===== src/rtl/mult_iter_pkg.sv =====
// Shared types and helpers for the iterative shift-add multiplier with
// mod-3 residue checking.
package mult_iter_pkg;

  typedef enum logic [1:0] {
    IDLE  = 2'd0,
    CALC  = 2'd1,
    CHECK = 2'd2,
    DONE  = 2'd3
  } state_t;

  // Residue mod 3 of up to 64 bits: each 2-bit pair has weight 4^k == 1 (mod 3),
  // so the pairs are summed with a running reduction.
  function automatic logic [1:0] mod3(input logic [63:0] v);
    logic [2:0] r;
    r = '0;
    for (int unsigned i = 0; i < 32; i++) begin
      r = r + {1'b0, v[2*i +: 2]};
      if (r >= 3'd3) r = r - 3'd3;
    end
    return r[1:0];
  endfunction

  // Counter widths: CNT_W = clog2(WIDTH), RTY_W = clog2(RETRY+1), never below 1.
  function automatic int clog2_min1(input int n);
    return (n <= 1) ? 1 : $clog2(n);
  endfunction

endpackage


===== src/rtl/mult_unsigned_iter_mod3_residue.sv =====
// Combinational mod-3 residue of a W-bit unsigned vector (W <= 64).
module mod3_residue
  import mult_iter_pkg::*;
#(
  parameter int unsigned W = 8
) (
  input  logic [W-1:0] v,
  output logic [1:0]   r
);

  logic [63:0] ext;

  always_comb begin
    ext        = '0;
    ext[W-1:0] = v;
    r          = mod3(ext);
  end

endmodule


===== src/rtl/mult_unsigned_iter.sv =====
// Iterative WIDTHxWIDTH unsigned multiplier: one shift-add step per cycle,
// mod-3 residue check on the result with up to RETRY automatic recomputes.
module mult_unsigned_iter
  import mult_iter_pkg::*;
#(
  parameter int unsigned WIDTH = 4,
  parameter int unsigned RETRY = 1
) (
  input  logic               clk,
  input  logic               rst_n,
  input  logic               in_valid,
  output logic               in_ready,
  input  logic [WIDTH-1:0]   a,
  input  logic [WIDTH-1:0]   b,
  output logic               out_valid,
  input  logic               out_ready,
  output logic [2*WIDTH-1:0] p,
  output logic               fault,
  output logic               busy,
  input  logic               flt_inj
);

  localparam int unsigned PW    = 2 * WIDTH;
  localparam int unsigned CNT_W = clog2_min1(WIDTH);
  localparam int unsigned RTY_W = clog2_min1(RETRY + 1);

  state_t             state, state_nx;
  logic [WIDTH-1:0]   a_q, b_q;
  logic [PW-1:0]      acc, addend, acc_upd;
  logic [CNT_W-1:0]   cnt;
  logic [RTY_W-1:0]   rty;
  logic [1:0]         ra, rb, ra_in, rb_in, racc, rexp;
  logic               fault_q, last_bit, chk_ok;

  mod3_residue #(.W(WIDTH)) u_res_a   (.v(a),   .r(ra_in));
  mod3_residue #(.W(WIDTH)) u_res_b   (.v(b),   .r(rb_in));
  mod3_residue #(.W(PW))    u_res_acc (.v(acc), .r(racc));

  always_comb begin
    addend     = b_q[cnt] ? (PW'(a_q) << cnt) : '0;
    acc_upd    = acc + addend;
    // Fault hook flips bit 0 after this cycle's add has been applied.
    acc_upd[0] = acc_upd[0] ^ flt_inj;
    last_bit   = (cnt == CNT_W'(WIDTH - 1));
    rexp       = mod3(64'({2'b00, ra} * {2'b00, rb}));
    chk_ok     = (rexp == racc);
  end

  always_comb begin
    state_nx = state;
    case (state)
      IDLE:    if (in_valid) state_nx = CALC;
      CALC:    if (last_bit) state_nx = CHECK;
      CHECK:   if (chk_ok || rty == '0) state_nx = DONE;
               else                     state_nx = CALC;
      DONE:    if (out_ready) state_nx = IDLE;
      default: state_nx = IDLE;
    endcase
  end

  always_ff @(posedge clk) begin
    if (!rst_n) begin
      state   <= IDLE;
      a_q     <= '0;
      b_q     <= '0;
      ra      <= '0;
      rb      <= '0;
      acc     <= '0;
      cnt     <= '0;
      rty     <= '0;
      fault_q <= 1'b0;
    end else begin
      state <= state_nx;
      case (state)
        IDLE: if (in_valid) begin
          a_q <= a;
          b_q <= b;
          ra  <= ra_in;
          rb  <= rb_in;
          acc <= '0;
          cnt <= '0;
          rty <= RTY_W'(RETRY);
        end
        CALC: begin
          acc <= acc_upd;
          cnt <= last_bit ? '0 : cnt + 1'b1;
        end
        CHECK: begin
          if (chk_ok) begin
            fault_q <= 1'b0;
          end else if (rty != '0) begin
            rty <= rty - 1'b1;
            acc <= '0;
            cnt <= '0;
          end else begin
            fault_q <= 1'b1;
          end
        end
        default: ;
      endcase
    end
  end

  assign in_ready  = rst_n && (state == IDLE);
  assign out_valid = (state == DONE);
  assign busy      = (state != IDLE);
  assign p         = acc;
  assign fault     = fault_q;

endmodule

===== config.mk =====
export PLATFORM = sky130hd
export DESIGN_NAME = mult_unsigned_iter
export DESIGN_NICKNAME = d
export VERILOG_FILES = /design/src/rtl/mult_iter_pkg.sv /design/src/rtl/mult_unsigned_iter_mod3_residue.sv /design/src/rtl/mult_unsigned_iter.sv
export SDC_FILE = /design/constraint.sdc
export NUM_CORES = 1
export LEC_CHECK = 0
export ABC_AREA = 1
export CAP_MARGIN = 15
export CORE_ASPECT_RATIO = 0.9
export CORE_MARGIN = 2
export CORE_UTILIZATION = 40
export DETAILED_ROUTE_END_ITERATION = 8
export PLACE_DENSITY = 0.53
export SLEW_MARGIN = 20
export SYNTH_ARGS = -nofsm -noshare
export SYNTH_HDL_FRONTEND = slang
export SYNTH_SLANG_ARGS = --single-unit
export TNS_END_PERCENT = 50

===== constraint.sdc =====
create_clock -name clk -period 56.5 [get_ports clk]
set_input_delay 14.125 -clock clk [delete_from_list [all_inputs] [get_ports clk]]
set_output_delay 14.125 -clock clk [all_outputs]
set_load 0.005 [all_outputs]

Word level (Yosys, flattened, before mapping)
Cells that the tools add are included.

word-level totals
  memories kept = 0
  latch bits = 0
  word-level logic and storage cells = 452
  memory bits (writable) = 0
  output and inout bits = 12
  bits in read-only memories = 0
  bits in registers = 26
  input port bits = 13

cells by class
  order comparisons = 129
  equality and inequality tests = 11
  shifts and indexed selects = 1
  mux-type cells = 151
  $add $sub $neg = 137
  bitwise gates (word level) = 2
  $mul = 1
  divide/modulo/power cells = 0
  reductions and logical operators = 11

operator list
  kind                                                   number
  >= comparator 3 x 2 -> 1 bit, second input constant    124
  two-way mux 3 bit                                      124
  subtractor 3 x 2 -> 3 bit, second input constant       120
  two-way mux 8 bit                                      4
  two-way mux 2 bit                                      12
  one-hot mux 8 bit (3 select lines)                     1
  adder 3 x 2 -> 3 bit                                   6
  subtractor 2 x 2 -> 3 bit, second input constant       4
  adder 8 bit                                            1
  >= comparator 2 bit, second input constant             4
  inequality test 2 bit, second input constant           4
  one-hot mux 2 bit (4 select lines)                     1
  left shift 4 x 2 -> 8 bit                              1
  subtractor 2 bit, second input constant                4
  equality test 2 bit, second input constant             3
  two-way mux 1 bit                                      6
  one-hot mux 2 bit (3 select lines)                     1
  AND reduction 3 bit                                    2
  multiplier 2 x 2 -> 4 bit                              1
  inequality test 2 x 1 -> 1 bit, second input constant  2
  AND reduction 2 bit                                    2
  AND reduction 4 bit                                    1
  nonzero test 2 bit                                     2
  < comparator 2 x 3 -> 1 bit, second input constant     1
  12 further kinds                                       12

Logic depth before layout (Yosys ltp)
Gate-level depths: netlist of run 1.

  depth after elaboration = 71
  gate-level depth with buffers = 237
  mapped depth without buffers = 237

Cells and area by module
A second synthesis of run 1 with hierarchy kept.

second synthesis, totals
  cells, all modules = 2333
  area total of the unflattened synthesis = 14268.7 µm²

modules (own cells, without submodules)
  module                    area an instance (µm²)  sequential area each (µm²)  instances  cells an instance
  mult_unsigned_iter        4578.1                  520.5                       1          733
  mod3_residue (u_res_b)    3279.4                  0.0                         1          532
  mod3_residue (u_res_acc)  3240.6                  0.0                         1          535
  mod3_residue (u_res_a)    3170.5                  0.0                         1          533

Worst setup path after synthesis of run 1
OpenSTA, ideal clock, no wires.

  path type = input to register
  start = in a[0]
  end = reg ra[1]
  path buffers = 0
  setup slack = 17.741 ns
  setup time = 0.120 ns
  data arrival time = 38.640 ns
  data required time = 56.380 ns
  stages = 218
  cell sequence = inv_1 nor2_1 ha_1 inv_1 fa_1 inv_2 ha_1 ha_1 inv_2 nand2_2 or2_1 nand2_2 inv_1 ha_1 ha_1 nor2_4 o21ai_4 xor2_4 (+182 left out) ha_1 inv_1 nand2_1 nor2_1 a21oi_4 ha_1 ha_1 inv_1 nand3_2 nand2_1 nand2_1 ha_1 inv_1 nand2_1 nor2_1 nor2_1 nand2_1 a21oi_2

between the ends
  word-level cells in the longest chain between the ends = 65
  elaborated cells on any way between the ends = 97
  those cells by class = add/sub (33); order compare (32); mux (32)

ends and longest elaborated chain
  item                                                                              line                      RTL
  from (decl)                                                                       mult_unsigned_iter.sv:13  input logic [WIDTH-1:0] a,
  subtractor 2 x 2 -> 3 bit / >= comparator 2 bit (equally long branches)           mult_iter_pkg.sv:19       if (r >= 3'd3) r = r - 3'd3;
  two-way mux 3 bit (*)                                                             mult_iter_pkg.sv:19
  adder 3 x 2 -> 3 bit (*)                                                          mult_iter_pkg.sv:18       r = r + {1'b0, v[2*i +: 2]};
  subtractor 3 x 2 -> 3 bit / >= comparator 3 x 2 -> 1 bit (equally long branches)  mult_iter_pkg.sv:19
  two-way mux 3 bit (*)                                                             mult_iter_pkg.sv:19
  subtractor 3 x 2 -> 3 bit / >= comparator 3 x 2 -> 1 bit (equally long branches)  mult_iter_pkg.sv:19
  two-way mux 3 bit (*)                                                             mult_iter_pkg.sv:19
  subtractor 3 x 2 -> 3 bit / >= comparator 3 x 2 -> 1 bit (equally long branches)  mult_iter_pkg.sv:19
  (+49 left out)                                                                    n/a
  subtractor 3 x 2 -> 3 bit / >= comparator 3 x 2 -> 1 bit (equally long branches)  mult_iter_pkg.sv:19
  two-way mux 3 bit (*)                                                             mult_iter_pkg.sv:19
  subtractor 3 x 2 -> 3 bit / >= comparator 3 x 2 -> 1 bit (equally long branches)  mult_iter_pkg.sv:19
  two-way mux 3 bit (*)                                                             mult_iter_pkg.sv:19
  subtractor 3 x 2 -> 3 bit / >= comparator 3 x 2 -> 1 bit (equally long branches)  mult_iter_pkg.sv:19
  two-way mux 3 bit (*)                                                             mult_iter_pkg.sv:19
  >= comparator 3 x 2 -> 1 bit / subtractor 2 bit (equally long branches)           mult_iter_pkg.sv:19
  two-way mux 2 bit (*)                                                             mult_iter_pkg.sv:19
  to (signal assigned)                                                              mult_unsigned_iter.sv:78  ra <= ra_in;
  to (decl)                                                                         mult_unsigned_iter.sv:32  logic [1:0] ra, rb, ra_in, rb_in, racc, rexp;

Every way passes the cells marked *; elsewhere a longest branch is shown, timed or not.
A chain may end at the register's enable or synchronous reset.

Final worst setup path of run 1
Ends and elaborated chain as after synthesis.

==> flow_summary.json, run 1 <==
{
  "period_share_pct": 73.1,
  "grt_overflow": 0,
  "path_clk_slew_ns": 0.07,
  "syn_inst": 2162,
  "yosysWarnings": 0,
  "setup.worst_path.start_class": "input pin",
  "nFillCells": 3649,
  "yosysSeqAreaShare_pct": 3.61,
  "port_buffers": 24,
  "synth_compound_area_share_pct": 14.6,
  "timing.final.max_slew_violations": 0,
  "vias": 12300,
  "post-route-min-period_ns": 41.28,
  "cp_common_cell": "ha_1",
  "status": "complete, no violations",
  "gp_congestion": 0.805,
  "yosysUniqueCellTypes": 59,
  "tns_ns": 0,
  "grt_use_total_pct": 13.8,
  "drt_iter0_drc": 341,
  "hold_violations": 0,
  "cts_tree": "done",
  "synth_area_leaders": "ha_1 (23%), nand2_1 (13%), nand2_2 (9.8%)",
  "cp_max_fo": 7,
  "syn-num-nets": 2442,
  "postRouteAntennaNets": 0,
  "die_x_um": 204,
  "syn_to_final_growth_pct": 6.04,
  "grt_pass1_wl_mm": 47.6,
  "cts-root-buf": "clkbuf_16",
  "numCtsBuffers": 3,
  "start_util_pct": 40.9,
  "setup_viol": 0,
  "synth_ff_type": "dfxtp_1",
  "synth_area_per_cell_um2": 6.67,
  "wl_per_cell_um": 9.30,
  "post_cts_buffers": 0,
  "num_rows": 65,
  "antenna_found_initial": 0,
  "synth_edf_count": 0,
  "relSlewSlack_pct": 46.4,
  "tightestPinTransition_ns": 0.803,
  "core-area_um2": 35300,
  "ios": 25,
  "synth_top_family_by_area": "simple AND/OR/NAND/NOR gates",
  "synth_fa_ha_area_share_pct": 23.5,
  "drt-total-wl_mm": 24.7,
  "clk_path_buf_depth": 2,
  "max_stage_delay_ns": 0.50,
  "max_cap_violations": 0,
  "rsz0062_at_grt": "no",
  "cp.required_ns": 56.62,
  "synthArstFlopShare_pct": 0,
  "end_kind": "register",
  "finalClockSkew_ns": 0.00325,
  "yosys-top-cells-count": "nand2_1 (493), inv_1 (359), ha_1 (260)",
  "die_area_um2": 37600,
  "grt_max_degree": 17,
  "cts_hold_buffers": 0,
  "post-synth-top-count-cell": "nand2_1",
  "drive_gt1_share_pct": 29.7,
  "yosys.area.top_type": "ha_1",
  "crit_arrival_ns": 41.40,
  "chipHeight_um": 184,
  "critical_path.slowest_cell": "clkdlybuf4s50_1",
  "synth-simple-area-share_pct": 44.0,
  "synth_top_area_share_pct": 22.5,
  "firstDrtPassIters": 4,
  "grt_pass1_vias": 12000,
  "critPathKind": "input pin to register",
  "avgViaCountPerCell": 4.63,
  "cts_resized": 0,
  "synth.cell_area_um2": 14400,
  "hpwl_mm": 22.4,
  "hold_path.class": "register to register",
  "synthMuxAreaShare_pct": 0.139,
  "nNetsFinal": 2467,
  "synth_seq_cells": 26,
  "clock_latency_ns": 0.26,
  "synth-xor-area-share_pct": 1.33,
  "num_antenna_cells": 0,
  "cts_sinks": 26,
  "ctsHtreeMaxLevel": 1,
  "fmax_ghz": 0.0242,
  "drc": 0
}
==> cell usage in the layout (no fill, tap or decap), types with 9 or more instances in the layout <==
cell             Yosys  routed
nand2_1            493     493
inv_1              359     359
ha_1               260     260
nand2_2            227     227
nand3_1            101     101
inv_2               92      92
nand2_4             79      79
nor2_1              76      76
a21oi_2             48      48
nand3_2             47      47
o21ai_1             43      43
nand4_1             37      37
o21ai_2             36      36
o21ai_0             35      35
a21oi_1             31      31
dfxtp_1             26      26
clkdlybuf4s50_1      0      24
nand3_4             20      20
a21oi_4             20      20
nor2_4              12      12
o211ai_1            10      10
inv_4                9       9
==> area by class of cell <==
class,instances,area (um^2),share of cell area [%]
multi-input cells,1663,12100,78.8
inverters,469,1800,11.8
well taps,469,587,3.83
flip-flops and latches,26,520,3.40
repair buffers,24,240,1.57
clock buffers,4,88.8,0.580
==> logic make-up (layout without fill, tap and decap cells) <==
logic type,count (synthesis),after routing
AND/OR/NAND/NOR,1119,1119
buffers and inverters,473,497
multiplexers,2,2
adder cells (fa/ha/maj),267,267
AO/OA/AOI/OAI,263,263
flip-flops,26,26
XOR/XNOR,12,12
==> through the flow <==
step | std cells | cell area, um^2 | util (%) | hold slack [ns] | setup WS, ns
global placement | 2651 | 15200 | 43.1 | 0.454 | 15.31
floorplan | 2162 | 14400 | - | 0.439 | 17.74
CTS | 2655 | 15300 | 43.4 | 0.473 | 15.10
global route | 2655 | 15300 | 43.4 | 0.515 | 12.71
detailed placement | 2651 | 15200 | 43.1 | 0.461 | 14.86
finish | 2655 | 15300 | 43.4 | 0.470 | 15.22
==> state kept, by name, summed over array words and instances (netlist names) <==
name / cells
a_q: 4
cnt: 2
state: 2
b_q: 4
ra: 2
fault: 1
rty: 1
p: 8
rb: 2
==> path summary, 6_finish.rpt <==
check	start	to	slack, ns	depth (start not counted)
worst min register to register	rty$_SDFFE_PN0P_	rty$_SDFFE_PN0P_	0.47	2
worst max-delay path	a[0]	ra[1]$_SDFFE_PN0P_	15.22	219
worst min-delay path	rty$_SDFFE_PN0P_	rty$_SDFFE_PN0P_	0.47	2
worst max register to register	p[1]$_SDFFE_PN0P_	p[5]$_SDFFE_PN0P_	27.56	208
==> worst max-delay path: cells and delay by family <==
kind,cells,cell delay (ns)
xor+xnor,3,0.58
buf+inv,57,4.47
compound gates,22,3.36
simple gates,74,6.73
fa+ha+maj,63,12.11
==> per-layer routing <==
layer	vias to the layer above	GRT usage, %	routed length, um
met4	0	0.841	46
met1	5311	18.5	13100
met5	-	0	0
met3	6	0.849	263
met2	42	25.3	11300
li1	6932	-	-
Power of run 1 is not shown: default switching activity piles up to over one toggle a cycle in this logic, so the estimate is an artifact.
==> run 2: changes to the inputs <==
--- a/config.mk
+++ b/config.mk
@@ -11,7 +11,7 @@
 export CORE_MARGIN = 2
 export CORE_UTILIZATION = 40
 export DETAILED_ROUTE_END_ITERATION = 8
-export PLACE_DENSITY = 0.53
+export PLACE_DENSITY = 0.55
 export SLEW_MARGIN = 20
 export SYNTH_ARGS = -nofsm -noshare
 export SYNTH_HDL_FRONTEND = slang
==> constraint.sdc (replaced) <==
create_clock -name clk -period 35.5 [get_ports clk]
set_input_delay 8.875 -clock clk [delete_from_list [all_inputs] [get_ports clk]]
set_output_delay 8.875 -clock clk [all_outputs]
set_load 0.005 [all_outputs]
==> run 2 against run 1 <==
  * Via count increased by 4.0%
  * Sequential cell count unchanged
  * Sequential share of layout area decreased by 0.29 points
  * Clock skew increased by 0.0013 ns
  * Global-route usage decreased by 0.14 points
  * Count of clock-buffer cells in the layout decreased by 1
  * Utilization increased by 4.1 points
  * Final cell count increased by 2.8%
  * Die area unchanged
  * Non-clock buffer count increased by 75
  * Worst hold slack improved by 0.0038 ns
  * Critical path depth decreased by 1
  * Critical endpoint is now ra[0]$_SDFFE_PN0P_
==> flow_summary.json, run 2 (same netlist as run 1, synthesis figures left out) <==
{
  "core-area_um2": 35300,
  "holdPathStages": 2,
  "hp-start": "rty$_SDFFE_PN0P_",
  "status": "complete, no violations",
  "dp_cells": 2653,
  "port_buffers": 24,
  "die_x_um": 204,
  "drc": 0,
  "holdPathEnd": "rty$_SDFFE_PN0P_",
  "final_util_pct": 47.4,
  "gp_congestion": 0.788,
  "die_area_um2": 37600,
  "cp_max_fo": 6,
  "cts_hold_buffers": 0,
  "cts_sinks": 26,
  "worst-path-buf-inv": 57,
  "drt_iter0_drc": 364,
  "period_share_pct": 95.8,
  "crit_arrival_ns": 34.19,
  "r2r-end": "p[6]$_SDFFE_PN0P_",
  "start_util_pct": 40.9,
  "postRouteAntennaNets": 0,
  "hpwl_mm": 22.4,
  "grt_max_degree": 17,
  "finalClockSkew_ns": 0.00457,
  "relSlewSlack_pct": 47.6,
  "setup_viol": 0,
  "antenna_found_initial": 0,
  "nNetsFinal": 2542,
  "largest_register_ffs": 8,
  "num_antenna_cells": 0,
  "grt_pass1_vias": 11900,
  "crit_family": "adder cells",
  "numCtsBuffers": 3,
  "max_stage_delay_ns": 0.49,
  "max_cap_violations": 0,
  "drive_gt1_share_pct": 38.9,
  "ctsHtreeMaxLevel": 1,
  "hold_path.class": "register to register",
  "vias": 12800,
  "path_clk_slew_ns": 0.07,
  "cts-root-buf": "clkbuf_16",
  "post-route-min-period_ns": 34.00,
  "clock_latency_ns": 0.26,
  "grt_overflow": 0,
  "hold_violations": 0,
  "chipHeight_um": 184,
  "cp_common_cell": "inv_2",
  "avgViaCountPerCell": 4.68,
  "final_cells": 2730,
  "ios": 25,
  "cp.required_ns": 35.68,
  "critical_path.slowest_cell": "fa_1",
  "nFillCells": 3583,
  "critPathKind": "input pin to register",
  "num_rows": 65,
  "syn_to_final_growth_pct": 16.0,
  "clk_path_buf_depth": 2,
  "reg2reg_depth": 207,
  "final_cell_mix": "nand2_1 (455), inv_1 (330), nand2_2 (252), ha_1 (205), inv_2 (118)",
  "firstDrtPassIters": 5,
  "setup.worst_path.start_class": "input pin",
  "multi_input_area_um2": 12900,
  "end_kind": "register",
  "wl_per_cell_um": 9.75,
  "drt-total-wl_mm": 26.6,
  "tightestPinTransition_ns": 0.785,
  "rsz0062_at_grt": "yes",
  "mostFrequentLayoutCell": "nand2_1",
  "cts_tree": "done",
  "area.sequential_um2": 520,
  "fmax_ghz": 0.0294,
  "timing.final.max_slew_violations": 0,
  "r2r_slack_ns": 6.49,
  "grt_use_total_pct": 13.7,
  "r2r_start": "p[1]$_SDFFE_PN0P_",
  "grt_pass1_wl_mm": 47.1
}
## run 2: worst register-to-register path, delay by kind of cell, from the launching register on
kind | cells | cell delay, ns
adders and majority gates | 66 | 13.61
and+or+nand+nor | 62 | 5.89
xor gates and xnor gates | 2 | 0.33
DFF | 1 | 0.48
buffers and inverters | 41 | 2.88
AOI/OAI and AO/OA | 36 | 5.71
## run 2: metal layers
| layer | GRT usage, % | vias up | part of all wire (%) |
|---|---|---|---|
| li1 | - | 7069 | - |
| met3 | 0.796 | 8 | 1.0 |
| met4 | 0.261 | 0 | 0.17 |
| met5 | 0 | - | 0 |
| met1 | 17.9 | 5658 | 49 |
| met2 | 25.9 | 52 | 49 |
## run 2: timing repair
item | 4_1_cts | 5_1_grt
setup endpoints to repair | 2 | 4
setup buffers | 1 | 72
pin swaps | 0 | 109
gates resized for setup | 11 | 216
## run 2: cell type report
type,instances,share of cell area (%)
clock inverters,1,0.179
multi-input cells,1663,77.1
well taps,469,3.51
flip-flops and latches,26,3.11
inverters,469,10.8
clock buffers,3,0.448
repair buffers,99,4.80
## run 2: worst max-delay path by stage
stage	slack [ns]	end	depth (start not counted)	startpoint
6_report	1.50	ra[0]$_SDFFE_PN0P_	218	a[0]
3_3_place_gp	-0.40	ra[0]$_SDFFE_PN0P_	219	a[0]
4_1_cts	0.001	ra[0]$_SDFFE_PN0P_	218	a[0]
5_1_grt	-0.39	ra[0]$_SDFFE_PN0P_	221	a[0]
2_1_floorplan	1.99	ra[1]$_SDFFE_PN0P_	218	a[0]
3_5_place_dp	-0.71	ra[0]$_SDFFE_PN0P_	219	a[0]
## run 2: stage by stage
step | worst slack, ns | TNS (ns) | area, um^2 | hold slack (ns)
2_1_floorplan | 1.99 | 0 | 14400 | 0.439
3_3_place_gp | -0.399 | -0.788 | 15200 | 0.456
3_5_place_dp | -0.709 | -1.46 | 15200 | 0.467
4_1_cts | 0.00125 | 0 | 15400 | 0.478
5_1_grt | -0.388 | -1.09 | 16700 | 0.499
6_report | 1.50 | 0 | 16700 | 0.474
Power of run 2 is left out for the same reason.
==> RTL change 1: new RTL, config.mk and constraints of run 1 <==
The 4 states of `state_t` get a one-hot encoding in 4 bits.
--- a/src/rtl/mult_iter_pkg.sv
+++ b/src/rtl/mult_iter_pkg.sv
@@ -3,9 +3,9 @@
 package mult_iter_pkg;
 
-  typedef enum logic [1:0] {
-    IDLE  = 2'd0,
-    CALC  = 2'd1,
-    CHECK = 2'd2,
-    DONE  = 2'd3
+  typedef enum logic [3:0] {
+    IDLE  = 4'b0001,
+    CALC  = 4'b0010,
+    CHECK = 4'b0100,
+    DONE  = 4'b1000
   } state_t;
 
Check against the original RTL: no difference found for any inputs over 4 cycles, from zero or initial values and one cycle with rst_n low; so few cycles prove little.
==> RTL change 1 against run 1 <==
Highest routed layer unchanged; final area shrank 6.1%; via count shrank 2.4%; worst setup slack gained 0.35 ns; routed wire length shrank 8.4%; count of clock-buffer cells in the layout shrank 1; synthesized area shrank 6.1%; sequential cell count grew 2; global-route usage shrank 0.39 points; fmax grew 0.85%; critical endpoint is now rb[1]$_SDFFE_PN0P_; synthesized cell count shrank 1.3%.
Power is left out: the tool's default activity adds up to more than one toggle a clock period on the data nets, which glitch-free logic cannot reach.
==> RTL change 1: results (changes against run 1) <==
| Metric | Value |
|---|---|
| Cells after DPL | 2606 (was 2651) |
| Fin Hold WS | 0.469 ns (was 0.470 ns) |
| DP Wirelength | 20500 um (was 22400 um) |
| Hold Crit Start | b_q[1]$_SDFFE_PN0P_ (was rty$_SDFFE_PN0P_) |
| Netlist cell types | 55 (was 59) |
| Met2 WL post-DR | 10300 um (was 11300 um) |
| Period utilisation layout | 72.5% (was 73.1%) |
| Final std cells w/o fill | 2609 (was 2655) |
| Met3 Wirelength | 241 um (was 263 um) |
| FF-to-FF setup slack | 27.39 ns (was 27.56 ns) |
| First-pass GRT wire length | 43300 um (was 47600 um) |
| Top post-synthesis cells by count | nand2_1, inv_1, ha_1 (unchanged) |
| Final wirelength | 22600 um (was 24700 um) |
| CP max stage cell | fa_1 (was clkdlybuf4s50_1) |
| Post-Syn Instances | 2133 (was 2162) |
| Slew margin rel. | 40.2% (was 46.4%) |
| Clk buf depth | 2 (unchanged) |
| Worst EP arrival | 41.05 ns (was 41.40 ns) |
| Layout cells sized above 1 | 22.4% (was 29.7%) |
| Clock Skews | 0.00168 ns (was 0.00325 ns) |
| DR vias/cell | 4.60 (was 4.63) |
| Drt initial violations | 336 (was 341) |
| Tot GR Track Use | 13.4% (was 13.8%) |
| Drt pass-1 iters | 5 (was 4) |
| GPL Wtd Cong | 0.795 (was 0.805) |
| DRT met1 WL | 12000 um (was 13100 um) |
| Register area share after synthesis | 4.14% (was 3.61%) |
| # H-tree levels | 1 (unchanged) |
| Number of global-route vias before repair | 11000 (was 12000) |
| Worst setup startpoint | b[0] (was a[0]) |
| Mapped Nets | 2413 (was 2442) |
| Placed cell areas | 14300 um2 (was 15200 um2) |
| Clock slew seen by the registers of the worst setup and hold paths | 0.07 ns (about the same) |
| Status | completed (unchanged) |
| Dpl ws | 15.22 ns (was 14.86 ns) |
| Synth area leaders | ha_1, nand2_1, inv_1 (was ha_1, nand2_1, nand2_2) |
-- RTL change 1: cell count changes after synthesis, moves of 7 or more --
cell	run 1	this run
a21oi_1	31	49
nand3_2	47	33
nand2_4	79	50
nor2_4	12	3
inv_1	359	387
o21ai_1	43	36
nand3_1	101	114
inv_4	9	2
nand3_4	20	11
nand2_2	227	178
nand2_1	493	569
a21oi_4	20	12
inv_2	92	68
-- RTL change 1: cells by family after synthesis --
| group | Yosys count | synth area share [%] |
|---|---|---|
| buf+inv | 475 | 13.5 |
| mux | 2 | 0.157 |
| compound gates | 243 | 13.2 |
| xor+xnor | 19 | 2.03 |
| fa+ha+maj | 267 | 25.0 |
| flops | 28 | 4.14 |
| simple gates | 1099 | 41.9 |
-- RTL change 1: layout make-up --
class	count	area [um2]
Inverter	469	1770
Timing Repair Buffer	24	240
Sequential cell	28	561
Tap cell	455	569
Fill cell	3422	18800
Clock buffer	3	75.1
Multi-Input combinational cell	1630	11200
-- RTL change 1: tightest hold or removal path, delay by kind of cell (launching register included) --
kind / cells / cell delay, ns
AOI/OAI and AO/OA: 1 / 0.06
DFF: 1 / 0.30
buffers and inverters: 1 / 0.06
-- RTL change 1: final timing paths --
path / to / cells past startpoint
setup / recovery: rb[1]$_SDFFE_PN0P_ / 210
hold / removal: b_q[1]$_SDFFE_PN0P_ / 2
setup reg to reg: cnt[0]$_SDFFE_PN0P_ / 216
hold reg to reg: b_q[1]$_SDFFE_PN0P_ / 2
-- RTL change 1: layer usage --
layer | up-vias | global-route usage, %
met5 | - | 0
met2 | 54 | 24.4
met4 | 0 | 0.909
met1 | 5135 | 18.4
li1 | 6801 | -
met3 | 4 | 0.492
==> RTL change 2: new RTL, flow settings as in run 1 <==
Without the edit above. Change the parameter `WIDTH` from 4 to 6.
--- a/src/rtl/mult_unsigned_iter.sv
+++ b/src/rtl/mult_unsigned_iter.sv
@@ -4,5 +4,5 @@
   import mult_iter_pkg::*;
 #(
-  parameter int unsigned WIDTH = 4,
+  parameter int unsigned WIDTH = 6,
   parameter int unsigned RETRY = 1
 ) (
Interface: changed (resized a, b and p); port bits go from 25 to 33. The function was not compared with the original's and may differ.
==> RTL change 2 against run 1 <==
Via count increased by 4.1%; non-clock buffer count increased by 8; sequential share of layout area increased by 1.3 points; highest routed layer unchanged; routed wire length increased by 3.4%; synthesized area decreased by 2.2%; final area decreased by 1.6%; worst setup slack got worse by 0.99 ns; worst hold slack got worse by 0.0014 ns; sequential cell count increased by 9.
Power is not shown: default switching activity piles up to over one toggle a cycle in this logic, so the estimate is an artifact.
==> RTL change 2: results (changes against run 1) <==
| Metric | Value |
|---|---|
| GPL Wtd Cong | 0.817 (was 0.805) |
| Worst EP arrival | 42.39 ns (was 41.40 ns) |
| Reg2reg path depth | 215 (was 208) |
| DP Wirelength | 22900 um (was 22400 um) |
| # Post-CTS Setup Buffers | 0 (unchanged) |
| Slew @ Worst Pin | 0.987 ns (was 0.803 ns) |
| Mux cell area share after synthesis | 0.0709% (was 0.139%) |
| Register area share after synthesis | 4.96% (was 3.61%) |
| CP max stage cell | fa_1 (was clkdlybuf4s50_1) |
| R2r startpoint | p[1]$_SDFFE_PN0P_ (unchanged) |
| Synth area leaders | ha_1, nand2_1, inv_1 (was ha_1, nand2_1, nand2_2) |
| Layout cells sized above 1 | 21.0% (was 29.7%) |
| Mapped Nets | 2546 (was 2442) |
| Fin Hold WS | 0.469 ns (was 0.470 ns) |
| Pin count of the biggest net entering global routing | 23 (was 17) |
| Primary FF master, synth | dfxtp_1 (unchanged) |
| Met2 WL post-DR | 12300 um (was 11300 um) |
| Root buffer cell | clkbuf_16 (unchanged) |
| Tmin final | 42.27 ns (was 41.28 ns) |
| Clock slew seen by the registers of the worst setup and hold paths | 0.06 ns |
| CP Max Fanout | 9 (was 7) |
| Netlist cell types | 58 (was 59) |
| Global Route met1 Usage | 17.9% (was 18.5%) |
| Clk buf depth | 2 (unchanged) |
| TritonCTS buffer count | 5 (was 3) |
| Drt pass-1 iters | 6 (was 4) |
| M3 GR Usage | 0.857% (was 0.849%) |
| Hold Path End | fault$_SDFFE_PN0P_ (was rty$_SDFFE_PN0P_) |
| Via count | 12800 (was 12300) |
| Final wirelength | 25500 um (was 24700 um) |
| First-pass GRT wire length | 48200 um (was 47600 um) |
| Adder-Cell Fraction of Synth Area | 25.2% (was 23.5%) |
| Met3 Wirelength | 286 um (was 263 um) |
| R2R Path End | p[2]$_SDFFE_PN0P_ (was p[5]$_SDFFE_PN0P_) |
| DRT met1 WL | 12700 um (was 13100 um) |
| Clock latency on the worst-skew pair | 0.28 ns (was 0.26 ns) |
| Port-buffer cells | 32 (was 24) |
| Tot GR Track Use | 14.4% (was 13.8%) |
| Drt initial violations | 353 (was 341) |
| Compound-Gate Fraction of Synth Area | 13.4% (was 14.6%) |
| FF-to-FF setup slack | 25.78 ns (was 27.56 ns) |
| Initial antenna violation count | 0 (unchanged) |
| # diodes | 0 (unchanged) |
| Nets | 2575 (was 2467) |
| Max FFs per register | 12 (was 8) |
| Hold Crit Start | fault$_SDFFE_PN0P_ (was rty$_SDFFE_PN0P_) |
| Fillers | 3579 (was 3649) |
| Status | completed (unchanged) |
| XOR/XNOR Fraction of Synth Area | 1.54% (was 1.33%) |
| Worst path max stage delay | 0.52 ns (was 0.50 ns) |
| Top post-synthesis cells by count | nand2_1, inv_1, ha_1 (unchanged) |
| Number of global-route vias before repair | 12200 (was 12000) |
| Met2 usage | 27.8% (was 25.3%) |
| Clock Skews | 0.00800 ns (was 0.00325 ns) |
| # H-tree levels | 2 (was 1) |
| Hold WC Path Type | flop to flop (unchanged) |
| Dpl ws | 13.78 ns (was 14.86 ns) |
==> RTL change 2: cell count changes after synthesis, moves of 25 or more <==
| cell | change |
|---|---|
| a21oi_1 | +27 |
| inv_1 | +59 |
| nand2_1 | +78 |
| nand2_2 | -40 |
| nand2_4 | -34 |
| o21ai_0 | +25 |
==> RTL change 2: area by class of cell <==
cell class / instances / share of cell area [%]
Sequential cell: 35 / 4.65
Clock inverter: 3 / 0.133
Clock buffer: 5 / 0.831
Inverter: 508 / 12.8
Tap cell: 469 / 3.90
Multi-Input combinational cell: 1698 / 75.6
Timing Repair Buffer: 32 / 2.13
==> RTL change 2: metrics by stage <==
step / util, % / cells / area (um2)
3_3_place_gp: 42.7 / 2742 / 14900
4_1_cts: 43.2 / 2750 / 15100
5_1_grt: 43.2 / 2750 / 15100
2_1_floorplan: - / 2251 / 14100
3_5_place_dp: 42.7 / 2742 / 14900
6_report: 43.2 / 2750 / 15100
